## config.mk

```make
export PLATFORM = sky130hd
export DESIGN_NAME = seq_match_sched_flat
export DESIGN_NICKNAME = d
export VERILOG_FILES = /design/src/rtl/seq_match_pkg.sv /design/src/rtl/seq_match_sched_if.sv /design/src/rtl/seq_window_match.sv /design/src/rtl/seq_match_sched.sv /design/src/flat_wrapper.sv
export SDC_FILE = /design/constraint.sdc
export NUM_CORES = 1
export LEC_CHECK = 0
export ABC_AREA = 1
export BUFFER_PORTS_ARGS = -buffer_cell sky130_fd_sc_hd__buf_4
export CAP_MARGIN = 0
export CELL_PAD_IN_SITES_DETAIL_PLACEMENT = 1
export CELL_PAD_IN_SITES_GLOBAL_PLACEMENT = 2
export CORE_MARGIN = 1.5
export CORE_UTILIZATION = 25
export DETAILED_ROUTE_END_ITERATION = 8
export PLACE_DENSITY = 0.77
export SYNTH_ARGS = -nofsm -noshare
export SYNTH_HDL_FRONTEND = slang
export SYNTH_SLANG_ARGS = --single-unit
```

## constraint.sdc

```tcl
create_clock -name clk -period 2.1 [get_ports clk]
set_input_delay 0.42 -clock clk [delete_from_list [all_inputs] [get_ports clk]]
set_output_delay 0.42 -clock clk [all_outputs]
set_load 0.05 [all_outputs]
```

## src/rtl/seq_match_pkg.sv

```systemverilog
// -----------------------------------------------------------------------------
// seq_match_pkg
// Shared types and helpers for the seq_match_sched block:
//   - state_e      : scheduler FSM state encoding (2 bits)
//   - DEF_PAT_LEN  : default pattern length
//   - DEF_PATTERN  : default pattern, right-aligned (MSB of the used slice is
//                    the first bit received)
//   - rr_pick      : cyclic first-set search used by the round-robin arbiter
// -----------------------------------------------------------------------------
package seq_match_pkg;

  typedef enum logic [1:0] {
    ST_IDLE  = 2'd0,
    ST_LOAD  = 2'd1,
    ST_SHIFT = 2'd2,
    ST_DONE  = 2'd3
  } state_e;

  localparam int         DEF_PAT_LEN = 4;
  localparam logic [7:0] DEF_PATTERN = 8'b0000_1001;

  // Returns the first index at or after ptr (wrapping at n) whose req bit is
  // set. Supports up to 8 requesters; the caller gates the result with |req.
  function automatic logic [2:0] rr_pick(input logic [7:0]  req,
                                         input logic [2:0]  ptr,
                                         input int unsigned n);
    logic [2:0] sel;
    logic [2:0] idx;
    logic       found;
    sel   = ptr;
    found = 1'b0;
    for (int unsigned i = 0; i < 8; i++) begin
      idx = 3'(({29'd0, ptr} + i) % n);
      if (!found && (i < n) && req[idx]) begin
        sel   = idx;
        found = 1'b1;
      end
    end
    return sel;
  endfunction

endpackage

```

## src/rtl/seq_match_sched_if.sv

```systemverilog
// -----------------------------------------------------------------------------
// seq_match_sched_if
// Requester-side bus of the shared pattern matcher.
//   req        : per-requester request level
//   req_data   : requester i word at [i*DATA_W +: DATA_W]
//   grant      : one-hot grant pulse
//   busy       : job in progress (grant cycle through done cycle)
//   done       : result-valid pulse
//   done_id    : requester index of the finished job
//   match_cnt  : pattern occurrences in the finished job
// Modports: master = requesters, slave = scheduler.
// -----------------------------------------------------------------------------
interface seq_match_sched_if #(
  parameter int N_REQ  = 4,
  parameter int DATA_W = 16,
  parameter int CNT_W  = $clog2(DATA_W + 1)
);
  localparam int ID_W = $clog2(N_REQ);

  logic [N_REQ-1:0]        req;
  logic [N_REQ*DATA_W-1:0] req_data;
  logic [N_REQ-1:0]        grant;
  logic                    busy;
  logic                    done;
  logic [ID_W-1:0]         done_id;
  logic [CNT_W-1:0]        match_cnt;

  modport master (
    output req, req_data,
    input  grant, busy, done, done_id, match_cnt
  );

  modport slave (
    input  req, req_data,
    output grant, busy, done, done_id, match_cnt
  );
endinterface

```

## src/rtl/seq_window_match.sv

```systemverilog
// -----------------------------------------------------------------------------
// seq_window_match
// Serial PAT_LEN-bit window matcher. Bits arrive one per shift_en cycle; match
// pulses in the same cycle as the bit that completes the pattern.
// Ports:
//   clk, reset : clock, asynchronous active-low reset
//   clr        : clears window history and fill counter
//   shift_en   : bit_in is valid this cycle
//   bit_in     : next serial bit
//   match      : combinational match pulse for the current bit
// Build option SEQ_MATCH_OVERLAP_EN: when defined, the window and fill are kept
// after a match so trailing bits may start the next occurrence; otherwise the
// window restarts after every match.
// -----------------------------------------------------------------------------
module seq_window_match #(
  parameter int                 PAT_LEN = 4,
  parameter logic [PAT_LEN-1:0] PATTERN = 4'b1001
) (
  input  logic clk,
  input  logic reset,
  input  logic clr,
  input  logic shift_en,
  input  logic bit_in,
  output logic match
);
  localparam int FILL_W = $clog2(PAT_LEN + 1);
  // Only the newest PAT_LEN-1 bits need storing; the oldest window bit is
  // always shifted out before the next compare.
  localparam int HIST_W = (PAT_LEN > 1) ? PAT_LEN - 1 : 1;

  logic [HIST_W-1:0]  r_hist;
  logic [HIST_W-1:0]  w_hist_nxt;
  logic [PAT_LEN-1:0] w_window_nxt;
  logic [FILL_W-1:0]  r_fill;
  logic [FILL_W-1:0]  w_fill_inc;

  generate
    if (PAT_LEN > 1) begin : g_multi
      assign w_window_nxt = {r_hist, bit_in};
      assign w_hist_nxt   = w_window_nxt[HIST_W-1:0];
    end else begin : g_single
      assign w_window_nxt = bit_in;
      assign w_hist_nxt   = 1'b0;
    end
  endgenerate

  // Fill saturates at PAT_LEN; it guards against matching a partly filled window.
  assign w_fill_inc = (r_fill == FILL_W'(PAT_LEN)) ? r_fill : r_fill + FILL_W'(1);
  assign match      = shift_en && (w_fill_inc == FILL_W'(PAT_LEN)) &&
                      (w_window_nxt == PATTERN);

  // Window history and fill counter update.
  always_ff @(posedge clk or negedge reset) begin
    if (!reset) begin
      r_hist <= '0;
      r_fill <= '0;
    end else if (clr) begin
      r_hist <= '0;
      r_fill <= '0;
    end else if (shift_en) begin
`ifdef SEQ_MATCH_OVERLAP_EN
      r_hist <= w_hist_nxt;
      r_fill <= w_fill_inc;
`else
      if (match) begin
        r_hist <= '0;
        r_fill <= '0;
      end else begin
        r_hist <= w_hist_nxt;
        r_fill <= w_fill_inc;
      end
`endif
    end else begin
      r_hist <= r_hist;
      r_fill <= r_fill;
    end
  end

endmodule

```

## src/rtl/seq_match_sched.sv

```systemverilog
// -----------------------------------------------------------------------------
// seq_match_sched
// Shares one serial pattern matcher among N_REQ requesters. A round-robin
// arbiter grants one requester, latches its word, shifts it MSB-first through
// seq_window_match and reports the occurrence count tagged with the id.
// Timing: grant at cycle T, LOAD at T+1, DATA_W SHIFT cycles, done at T+DATA_W+2.
// Ports:
//   clk   : clock, rising edge
//   reset : asynchronous active-low reset
//   bus   : seq_match_sched_if.slave (req, req_data, grant, busy, done,
//           done_id, match_cnt)
// Build option SEQ_MATCH_OVERLAP_EN selects overlapping detection inside
// seq_window_match; ports and latency are identical in both builds.
// -----------------------------------------------------------------------------
module seq_match_sched
  import seq_match_pkg::*;
#(
  parameter int                 N_REQ   = 4,
  parameter int                 DATA_W  = 16,
  parameter int                 PAT_LEN = DEF_PAT_LEN,
  parameter logic [PAT_LEN-1:0] PATTERN = DEF_PATTERN[PAT_LEN-1:0],
  parameter int                 CNT_W   = $clog2(DATA_W + 1)
) (
  input  logic             clk,
  input  logic             reset,
  seq_match_sched_if.slave bus
);
  localparam int ID_W  = $clog2(N_REQ);
  localparam int BIT_W = $clog2(DATA_W + 1);

  state_e            r_state;
  state_e            w_state_nxt;
  logic              w_req_any;
  logic              w_last_bit;
  logic              w_match;
  logic [ID_W-1:0]   w_sel;
  logic [ID_W-1:0]   w_ptr_nxt;
  logic [ID_W-1:0]   r_ptr;
  logic [ID_W-1:0]   r_id;
  logic [ID_W-1:0]   r_done_id;
  logic [N_REQ-1:0]  w_grant;
  logic              w_busy;
  logic [DATA_W-1:0] r_shreg;
  logic [BIT_W-1:0]  r_bit_idx;
  logic [CNT_W-1:0]  r_cnt;
  logic [CNT_W-1:0]  w_cnt_nxt;
  logic [CNT_W-1:0]  r_match_cnt;
  logic              r_done;

  assign w_req_any  = |bus.req;
  assign w_sel      = ID_W'(rr_pick(8'(bus.req), 3'(r_ptr), N_REQ));
  assign w_ptr_nxt  = (w_sel == ID_W'(N_REQ - 1)) ? '0 : w_sel + ID_W'(1);
  assign w_last_bit = (r_bit_idx == BIT_W'(DATA_W - 1));
  // Count saturates at all-ones.
  assign w_cnt_nxt  = (w_match && (r_cnt != {CNT_W{1'b1}})) ? r_cnt + CNT_W'(1) : r_cnt;

  seq_window_match #(
    .PAT_LEN (PAT_LEN),
    .PATTERN (PATTERN)
  ) u_win (
    .clk      (clk),
    .reset    (reset),
    .clr      (r_state == ST_LOAD),
    .shift_en (r_state == ST_SHIFT),
    .bit_in   (r_shreg[DATA_W-1]),
    .match    (w_match)
  );

  // FSM state register.
  always_ff @(posedge clk or negedge reset) begin
    if (!reset) begin
      r_state <= ST_IDLE;
    end else begin
      r_state <= w_state_nxt;
    end
  end

  // FSM next-state logic.
  always_comb begin
    w_state_nxt = r_state;
    case (r_state)
      ST_IDLE:  w_state_nxt = w_req_any ? ST_LOAD : ST_IDLE;
      ST_LOAD:  w_state_nxt = ST_SHIFT;
      ST_SHIFT: w_state_nxt = w_last_bit ? ST_DONE : ST_SHIFT;
      ST_DONE:  w_state_nxt = ST_IDLE;
      default:  w_state_nxt = ST_IDLE;
    endcase
  end

  // FSM outputs: grant is decided in the same IDLE cycle the request is seen.
  always_comb begin
    w_grant = '0;
    w_busy  = 1'b0;
    case (r_state)
      ST_IDLE: begin
        if (w_req_any) begin
          w_grant = {{(N_REQ-1){1'b0}}, 1'b1} << w_sel;
          w_busy  = 1'b1;
        end else begin
          w_grant = '0;
          w_busy  = 1'b0;
        end
      end
      ST_LOAD, ST_SHIFT, ST_DONE: w_busy = 1'b1;
      default: w_busy = 1'b0;
    endcase
  end

  // Datapath: arbiter pointer, job word/id, bit index, count and result.
  always_ff @(posedge clk or negedge reset) begin
    if (!reset) begin
      r_ptr       <= '0;
      r_id        <= '0;
      r_shreg     <= '0;
      r_bit_idx   <= '0;
      r_cnt       <= '0;
      r_match_cnt <= '0;
      r_done_id   <= '0;
      r_done      <= 1'b0;
    end else begin
      r_done <= (w_state_nxt == ST_DONE);
      case (r_state)
        ST_IDLE: begin
          if (w_req_any) begin
            r_shreg <= bus.req_data[DATA_W*int'(w_sel) +: DATA_W];
            r_id    <= w_sel;
            r_ptr   <= w_ptr_nxt;
          end
        end
        ST_LOAD: begin
          r_cnt     <= '0;
          r_bit_idx <= '0;
        end
        ST_SHIFT: begin
          r_shreg   <= r_shreg << 1;
          r_cnt     <= w_cnt_nxt;
          r_bit_idx <= r_bit_idx + BIT_W'(1);
          // Result registers hold until the next job completes.
          if (w_last_bit) begin
            r_match_cnt <= w_cnt_nxt;
            r_done_id   <= r_id;
          end
        end
        default: begin
          r_cnt <= r_cnt;
        end
      endcase
    end
  end

  assign bus.grant     = w_grant;
  assign bus.busy      = w_busy;
  assign bus.done      = r_done;
  assign bus.done_id   = r_done_id;
  assign bus.match_cnt = r_match_cnt;

endmodule

```

## src/flat_wrapper.sv

```systemverilog
// flat-port wrapper written by rule: the top's interface ports become plain ports
module seq_match_sched_flat import seq_match_pkg::*;
#(
  parameter int                 N_REQ   = 4,
  parameter int                 DATA_W  = 16,
  parameter int                 PAT_LEN = DEF_PAT_LEN,
  parameter logic [PAT_LEN-1:0] PATTERN = DEF_PATTERN[PAT_LEN-1:0],
  parameter int                 CNT_W   = $clog2(DATA_W + 1)
)
  (clk, reset, bus_req, bus_req_data, bus_grant, bus_busy, bus_done, bus_done_id, bus_match_cnt);
  seq_match_sched_if #(.N_REQ(N_REQ), .DATA_W(DATA_W), .CNT_W(CNT_W)) bus_i ();
  input  logic clk;
  input  logic reset;
  input wire logic [$bits(bus_i.req)-1:0] bus_req;
  input wire logic [$bits(bus_i.req_data)-1:0] bus_req_data;
  output wire logic [$bits(bus_i.grant)-1:0] bus_grant;
  output wire logic [$bits(bus_i.busy)-1:0] bus_busy;
  output wire logic [$bits(bus_i.done)-1:0] bus_done;
  output wire logic [$bits(bus_i.done_id)-1:0] bus_done_id;
  output wire logic [$bits(bus_i.match_cnt)-1:0] bus_match_cnt;
  assign bus_i.req = bus_req;
  assign bus_i.req_data = bus_req_data;
  assign bus_grant = bus_i.grant;
  assign bus_busy = bus_i.busy;
  assign bus_done = bus_i.done;
  assign bus_done_id = bus_i.done_id;
  assign bus_match_cnt = bus_i.match_cnt;
  seq_match_sched #(.N_REQ(N_REQ), .DATA_W(DATA_W), .PAT_LEN(PAT_LEN), .PATTERN(PATTERN), .CNT_W(CNT_W)) u_core (.clk(clk), .reset(reset), .bus(bus_i));
endmodule
```

==> results.txt, run 1 <==
Cells after synthesis: 487
Synth top area cells: dfrtp_1 37%, nand2_1 25%, nand3_1 9.4%, ha_1 5.6%, nor2_1 5.5%
Most used cell, CP: nand2_2
Initial Util: 25.9%
CP Max Fanout: 4
XOR/XNOR Fraction of Synth Area: 1.11%
Post-synth top area share: 36.5%
Die area: 0.0133 sq mm
Final hold vios: 0
Peak supply drop: 724 uV
Synth area leader: dfrtp_1
Fin crit period: 2.72 ns
Clk pwr share: 9.2%
Die Y: 115 um
Yosys reg bits: 46
Switching power: 0.00450 W
Failing checks: negative setup slack
Part of the power in registers: 16.5%
Drt drc: 0
Final max-slew violation count: 0
Hold_buf cts: 0
Setup TNS: -3.62 ns
Most common cell in the netlist: nand2_1
Synth Area in Compound Gates: 5.71%
Worst EP required: 1.68 ns
I/O Buffers: 82
Worst hold path class: primary input to async pin
Routed WL: 9.86 mm
CTS clk-pin slew, worst paths: 0.06 ns
Placer Congestion: 0.771
Worst setup SP type: register
Worst Skew: 0.00332 ns
Pre-CTS setup slack: -0.328 ns
First-pass GRT wire length: 16.0 mm
TritonCTS Sinks: 46
Mux cell area share after synthesis: 0.357%
Share of cells above drive strength 1: 32.6%
Pwr/cell area: 1860 mW/mm^2
CP Capture Type: output port
Worst path cell trace: clkbuf_16, nand2_4, nand3_1, nand2_2, inv_2, nor2_4, nand3_4, nand2_2, nand2_2, nand2_4, ha_2, nand2_1, nor2_4, buf_6
Final Cell Area: 0.00462 sq mm
Buf+Inv Stages, Crit Path: 3
Initial antenna violation count: 0
RSZ-0062 raised after global routing: true
Initial DRC count: 95
Synth-to-layout area growth: 46.7%
Mapped cell area: 0.00315 sq mm
Placeable Area: 0.0122 sq mm
Adder-cell share of the synthesized area: 5.56%
Setup-failing EPs final: 21
Number of library cell types mapped by synthesis: 29
Largest family of logic cells by synthesized area: simple AND/OR/NAND/NOR gates
CP max stage cell: dfrtp_2
Post-Synth Simple-Gate Area: 42.9%
Routed len/inst: 13.2 um
Max Root-Sink Buffers: 2
Die X: 115 um
Dpl hpwl: 7.27 mm
Slowest stage delay, CP: 0.47 ns
Crit Path Class: register to output port
H-tree depth: 2
Ys async rst share: 100%
Top cell family by delay on the critical path: simple AND/OR/NAND/NOR gates
Root Buffer: clkbuf_16
Total GRT Usage: 14.9%
Grt ovf: 0
Antenna-violating nets left: 0
Tcrit/Tclk final: 129%
Antenna Cells: 0
Critical path arrival: 2.30 ns
Final net count: 663
Max-cap violations: 0
CTS tree: done
Register area share after synthesis: 36.5%
Commonest cells post-synth: 212 x nand2_1, 59 x nand3_1, 46 x dfrtp_1, 46 x nor2_1, 34 x inv_1
Synthesized Nets: 571
Main synth FF type: dfrtp_1
Worst Slack Setup Final: -0.618 ns
Power Internal: 0.00412 W
Sw Ratio: 52.2%
Hold WS: 0.134 ns
Vias in the first global route: 3,504
Max_slew headroom: 59.7%
Avg Cell Area, Syn: 6.47 sq um
Router iterations before antenna repair: 4
Largest net degree at the start of global routing: 47
DR vias: 3,353
Vias per cell: 4.48
Measured slew at the worst slew-check pin: 0.605 ns
# IOs: 83
Combinational power share: 74.3%
Inserted Clock Buffers: 5
Pleak: 2.43 nW
Cell Rows: 40
Post-synth EDFFs: 0
Status: finished, violations left
Worst-skew pair later-pin latency: 0.28 ns
Maximum clock frequency: 368 MHz
Synth Warn #: 0
Placed cell area: 0.00409 sq mm
-- cell families (layout without fill, tap and decap cells) --
logic type | count (synthesis) | in the layout
compound gates | 33 | 33
xor+xnor | 4 | 4
fa+ha+maj | 14 | 14
buf+inv | 59 | 152
flops | 46 | 46
mux | 1 | 1
simple gates | 330 | 330
-- through the flow --
step / power (W) / instances / utilization, %
2_1_floorplan: 0.00526 / 487 / -
3_3_place_gp: 0.00663 / 735 / 33.6
3_5_place_dp: 0.00676 / 735 / 33.6
4_1_cts: 0.00773 / 744 / 35.3
5_1_grt: 0.00953 / 748 / 38.0
6_report: 0.00861 / 748 / 38.0
-- cells in the final DEF, fill, tap and decap left out, drive strengths merged --
cell	instances
dfrtp	46
buf	106
nor2	48
clkinv	1
o21a	1
nor3	5
inv	37
ha	14
o21ai	15
clkbuf	8
or2	1
xor2	4
mux2	1
nor4	1
o22ai	10
a21oi	7
nand2	215
nand3	60
-- sequential cells by signal (all words and copies together), names as in the netlist --
signal                count
u_core.r_state            2
u_core.r_id               2
u_core.r_ptr              2
u_core.r_cnt              5
u_core.bus.done           1
u_core.bus.match_cnt      5
u_core.r_bit_idx          5
u_core.r_shreg           16
u_core.bus.done_id        2
u_core.u_win.r_fill       3
u_core.u_win.r_hist       3
-- power groups by stage --
stage	combinational (W)	clock, W	sequential [W]
2_1_floorplan	0.00387	0	0.00138
3_3_place_gp	0.00524	0	0.00139
3_5_place_dp	0.00535	0	0.00141
4_1_cts	0.00552	0.000818	0.00140
5_1_grt	0.00722	0.000848	0.00146
6_report	0.00639	0.000796	0.00142
-- repair_timing --
action / 4_1_cts / 5_1_grt
gates cloned: 0 / 1
pin swaps: 1 / 35
gates resized for setup: 14 / 78
setup buffers: 1 / 5
setup endpoints to repair: 21 / 31
-- layer usage --
layer  GRT usage (%)  part of all wire (%)
met5               0                     0
met4            2.55                  0.72
met3            2.64                   3.7
met2            28.0                    53
met1            17.7                    43
-- cell type report --
| class | instances | area, sq um |
|---|---|---|
| clock buffer | 7 | 143 |
| clock inverter | 1 | 5.00 |
| fill | 1523 | 7540 |
| inverter | 37 | 151 |
| multi-input combinational | 382 | 2070 |
| sequential | 46 | 1150 |
| tap | 168 | 210 |
| timing repair buffer | 107 | 892 |
-- final timing paths --
check | from | endpoint | slack [ns] | cells after the start
setup / recovery | u_core.r_ptr[0] | bus_grant[2] | -0.62 | 14
hold / removal | reset | u_core.r_ptr[0] | 0.13 | 1
setup reg to reg | u_core.r_ptr[0] | u_core.r_shreg[15] | -0.09 | 17
hold reg to reg | u_core.r_shreg[11] | u_core.r_shreg[11] | 0.48 | 2
max in group asynchronous | reset | u_core.r_ptr[1] | 1.54 | 1
min in group clk | bus_req_data[48] | u_core.r_shreg[0] | 0.47 | 5
No activity file was read; power rests on OpenSTA's default activity.
==> inputs of run 2 (changes only) <==
CORE_UTILIZATION = 26   (was 25)
CTS_BUF_LIST = sky130_fd_sc_hd__clkbuf_8   (was not set)
PLACE_DENSITY = 0.8   (was 0.77)
==> run 2 against run 1 <==
Against the previous run:
- the run still ends with negative setup slack left
- clock power is 36% lower
- combinational power hardly changed
- fmax is 2.6% lower
- first-iteration DRC count is 34% higher
- setup slack worse by 0.071 ns
- die area is 3.8% lower
- flip-flop and latch count stayed put
- design area is 2.5% lower
- sequential share of layout area is 0.63 points higher
- critical path depth is 3 higher
- register-to-register slack hardly changed
- critical path type unchanged
==> results.txt, run 2 (synthesis results as in run 1) <==
Status: finished, violations left
Failing checks: negative setup slack
Fin crit period: 2.79 ns
Total GRT Usage: 17.1%
RSZ-0062 raised after global routing: true
Cell Rows: 40
Routed len/inst: 14.7 um
Worst Slack Setup Final: -0.690 ns
H-tree depth: 2
Die X: 113 um
Most common cell after layout, fill and taps aside: nand2_1
Commonest cells after routing, fill and taps aside: 184 x nand2_1, 99 x buf_4, 53 x nand3_1, 44 x dfrtp_1, 38 x nor2_1
Root Buffer: clkbuf_8
Tot Pwr: 0.00829 W
I/O Buffers: 82
FF-to-FF Start: u_core.r_ptr[0]
CP Max Fanout: 6
Initial Util: 26.5%
Initial antenna violation count: 0
Largest reg by FF count: u_core.r_shreg
Worst Skew: 0.00591 ns
Maximum clock frequency: 358 MHz
Final hold vios: 0
Worst EP required: 1.68 ns
Vias in the first global route: 3,731
Placer Congestion: 0.788
Worst reg-to-reg path cell count: 17
Vias per cell: 4.69
Max Root-Sink Buffers: 2
Max reg flops: 16
First-pass GRT wire length: 17.7 mm
Worst-skew pair later-pin latency: 0.30 ns
Final net count: 669
Routed WL: 10.7 mm
Inserted Clock Buffers: 5
Pleak: 2.39 nW
TritonCTS Sinks: 46
Grt ovf: 0
Dpl hpwl: 7.78 mm
Max-cap violations: 0
Crit Path Class: register to output port
Setup TNS: -3.43 ns
Placeable Area: 0.0119 sq mm
Worst hold path class: primary input to async pin
Final max-slew violation count: 0
# IOs: 83
Critical path arrival: 2.37 ns
Worst setup SP type: register
Antenna Cells: 0
Setup crit end: bus_grant[0]
Die area: 0.0128 sq mm
Peak supply drop: 742 uV
Pwr/cell area: 1840 mW/mm^2
Tcrit/Tclk final: 133%
Share of cells above drive strength 1: 31.1%
Initial DRC count: 127
Measured slew at the worst slew-check pin: 0.618 ns
Antenna-violating nets left: 0
R2r setup slk: -0.09 ns
Drt drc: 0
CTS clk-pin slew, worst paths: 0.08 ns
Die Y: 113 um
Router iterations before antenna repair: 4
FF-to-FF End: u_core.r_shreg[1]
Largest net degree at the start of global routing: 47
Worst setup startpoint: u_core.r_ptr[0]
Setup-failing EPs final: 21
CTS tree: done
CP Capture Type: output port
Synth-to-layout area growth: 43.1%
DR vias: 3,432
Max_slew headroom: 58.8%
[run 2: per-stage QoR]
step                      hold slack (ns)  cell area, sq um  utilization [%]  setup slack [ns]  cells
final                               0.124              4510             37.9            -0.690    732
after global routing                0.169              4510             37.9            -0.770    732
after CTS                           0.150              4320             36.3            -0.594    729
after detailed placement            0.470              4080             34.3            -0.385    718
after global placement              0.464              4080             34.3            -0.262    718
after floorplan                     0.124              3200                -            -0.285    487
[run 2: cell type report]
class,count,area (sq um)
Fill cell,1536,7400
Multi-Input combinational cell,382,2000
Sequential cell,46,1150
Timing Repair Buffer,113,951
Tap cell,147,184
Inverter,37,146
Clock buffer,5,68.8
Clock inverter,2,7.51
[run 2: how the worst min path moves through the flow]
| stage | endpoint | slack (ns) | cells past startpoint |
|---|---|---|---|
| after floorplan | u_core.bus.done | 0.12 | 0 |
| after global placement | u_core.r_shreg[1] | 0.46 | 2 |
| after detailed placement | u_core.r_shreg[9] | 0.47 | 2 |
| after CTS | u_core.r_cnt[2] | 0.15 | 1 |
| after global routing | u_core.bus.match_cnt[3] | 0.17 | 1 |
| final | u_core.r_cnt[2] | 0.12 | 1 |
[run 2: per-layer routing]
metal	GRT usage, %	wire length [um]	part of all wire, %	vias to the layer above
li1	-	-	-	1721
met1	20.7	4770	44	1620
met2	31.6	5370	50	80
met3	3.43	473	4.4	11
met4	3.08	119	1.1	0
met5	0	0	0	-
[run 2: repair_timing]
item                                    in CTS  in global routing
buffers inserted                             6                  7
endpoints found under the setup margin      22                 30
pin swaps                                   19                 26
hold buffers                                 0                  0
gates resized for setup                     39                 43
cloned                                       0                  0
[run 2: worst max-delay path, stage by stage (launching register included)]
cell	delay [ns]
dfrtp_2	0.46
inv_4	0.07
buf_6	0.13
nand2_4	0.06
nand2_2	0.05
nand2_1	0.10
nand2_2	0.08
nor2_4	0.14
nand2_2	0.07
nand2_2	0.10
nand2_2	0.06
nand2_2	0.09
nand2_4	0.08
inv_4	0.09
ha_4	0.15
nand2_4	0.05
nor2_4	0.14
buf_8	0.16
[run 2: where the power goes]
part | switching (W) | internal [W]
registers | 0.000196 | 0.00122
clock network | 0.000290 | 0.000220
logic | 0.00398 | 0.00239
==> inputs of run 3 (changes only) <==
CORE_MARGIN = not set   (was 1.5)
==> run 3 against run 2 <==
Against the previous run:
- the flow finishes with violations (design-rule violations, negative setup slack)
- clock-buffer cell count is the same
- critical path depth decreased by 3
- final cell count increased by 0.55%
- sequential power about the same
- via count rose by 0.32%
==> results.txt, run 3 (synthesis results as in run 1) <==
Worst reg-to-reg path cell count: 17
FF-to-FF Start: u_core.r_ptr[0]
Worst Slack Setup Final: -0.664 ns
Worst setup startpoint: u_core.r_ptr[0]
Max Root-Sink Buffers: 2
TritonCTS Sinks: 46
Final net count: 676
Vias in the first global route: 3,703
# IOs: 83
Status: finished, violations left
Die area: 0.0126 sq mm
Final max-slew violation count: 0
I/O Buffers: 82
Critical path arrival: 2.34 ns
Most used cell, CP: nand2_2
Vias per cell: 4.68
Tcrit/Tclk final: 132%
First-pass GRT wire length: 17.1 mm
Inserted Clock Buffers: 5
Max-cap violations: 0
Worst-skew pair later-pin latency: 0.31 ns
Tot Pwr: 0.00899 W
Setup-failing EPs final: 21
Placed cell area: 0.00409 sq mm
Routed WL: 10.2 mm
Die X: 112 um
R2r setup slk: -0.16 ns
Antenna-violating nets left: 0
Antenna Cells: 0
Worst EP required: 1.68 ns
GRT busiest layer: met2
Worst path cell trace: buf_6, nand2_1, nand2_1, nand2_1, nand2_2, nor2_4, nand3_4, nand2_2, nand2_2, nand2_4, ha_2, nand2_2, nor2_4, buf_8
H-tree depth: 2
Maximum clock frequency: 362 MHz
Initial antenna violation count: 0
DR vias: 3,443
Fin crit period: 2.76 ns
Hold WS: 0.117 ns
Dpl hpwl: 7.40 mm
Setup crit end: bus_grant[2]
Buf+Inv Stages, Crit Path: 2
Routed len/inst: 13.9 um
Root Buffer: clkbuf_8
Pwr/cell area: 1940 mW/mm^2
Router iterations before antenna repair: 6
Met2 Use GR: 30.0%
Slowest stage delay, CP: 0.49 ns
Max reg flops: 16
Final hold vios: 0
Largest net degree at the start of global routing: 47
CTS clk-pin slew, worst paths: 0.09 ns
Met1 Resource Use GR: 20.5%
Most common cell after layout, fill and taps aside: nand2_1
RSZ-0062 raised after global routing: true
Grt ovf: 0
Drt drc: 4
Die Y: 112 um
CTS tree: done
Measured slew at the worst slew-check pin: 0.610 ns
FF-to-FF End: u_core.r_shreg[7]
Share of cells above drive strength 1: 33.4%
Worst hold path class: primary input to async pin
Placer Congestion: 0.732
# fillers: 1,501
Grt met3 use: 2.59%
Total GRT Usage: 16.5%
Max_slew headroom: 59.4%
Worst setup SP type: register
Commonest cells after routing, fill and taps aside: 181 x nand2_1, 107 x buf_4, 50 x nand3_1, 45 x dfrtp_1, 38 x nor2_1
CP Capture Type: output port
Placeable Area: 0.0116 sq mm
Peak supply drop: 594 uV
Largest reg by FF count: u_core.r_shreg
Pleak: 2.44 nW
Worst Skew: 0.0108 ns
Synth-to-layout area growth: 47.1%
Failing checks: design-rule violations, negative setup slack
Levels on crit path: 14
Initial DRC count: 92
Crit Path Class: register to output port
CP max stage cell: dfrtp_2
Top cell family by delay on the critical path: simple AND/OR/NAND/NOR gates
Final Cell Area: 0.00464 sq mm
CP Max Fanout: 5
Initial Util: 27.1%
Cell Rows: 39
[run 3: cell types whose count changed in the layout (fill, tap and decap cells not counted), moves of 3 or more]
cell,previous run,this run
buf_4,99,107
nand3_1,53,50
nand2_2,23,27
nand3_2,6,9
inv_1,34,31
nand2_1,184,181
[run 3: worst min path at each step]
stage	from	to
final	reset	u_core.r_ptr[1]
after global routing	reset	u_core.bus.match_cnt[1]
after CTS	reset	u_core.bus.match_cnt[3]
after detailed placement	u_core.r_shreg[11]	u_core.r_shreg[11]
after global placement	u_core.r_shreg[12]	u_core.r_shreg[12]
after floorplan	reset	u_core.bus.done
[run 3: layer usage]
layer | vias to the layer above | share of wire, %
li1 | 1737 | -
met1 | 1635 | 46
met2 | 63 | 50
met3 | 8 | 3.2
met4 | 0 | 0.78
met5 | - | 0
[run 3: what timing repair did]
action / in CTS / in global routing
endpoints found under the setup margin: 26 / 31
buffers inserted: 9 / 6
resized for setup: 41 / 45
hold buffers: 0 / 0
gates cloned: 0 / 2
pin swaps: 19 / 24
[run 3: through the flow]
step	util, %	std cells	worst slack (ns)	TNS (ns)
2_1_floorplan	-	487	-0.285	-1.16
3_3_place_gp	35.2	715	-0.303	-1.35
3_5_place_dp	35.2	715	-0.406	-3.10
4_1_cts	38.3	732	-0.592	-3.49
5_1_grt	39.9	736	-0.782	-7.56
6_report	39.9	736	-0.664	-4.73
[run 3: layout make-up]
class                      instances  area, sq um  area share, %
inverter                          37          151           3.26
timing repair buffer             119          985           21.2
timing repair inverter             1         7.51          0.162
multi-input combinational        382         2020           43.7
tap                              143          179           3.86
clock buffer                       5         68.8           1.48
clock inverter                     3         68.8           1.48
sequential                        46         1150           24.9
[run 3: report_power, final]
group / internal (W) / total [W] / switching (W)
Combinational: 0.00270 / 0.00677 / 0.00408
Sequential: 0.00121 / 0.00141 / 0.000198
Clock: 0.000477 / 0.000808 / 0.000331
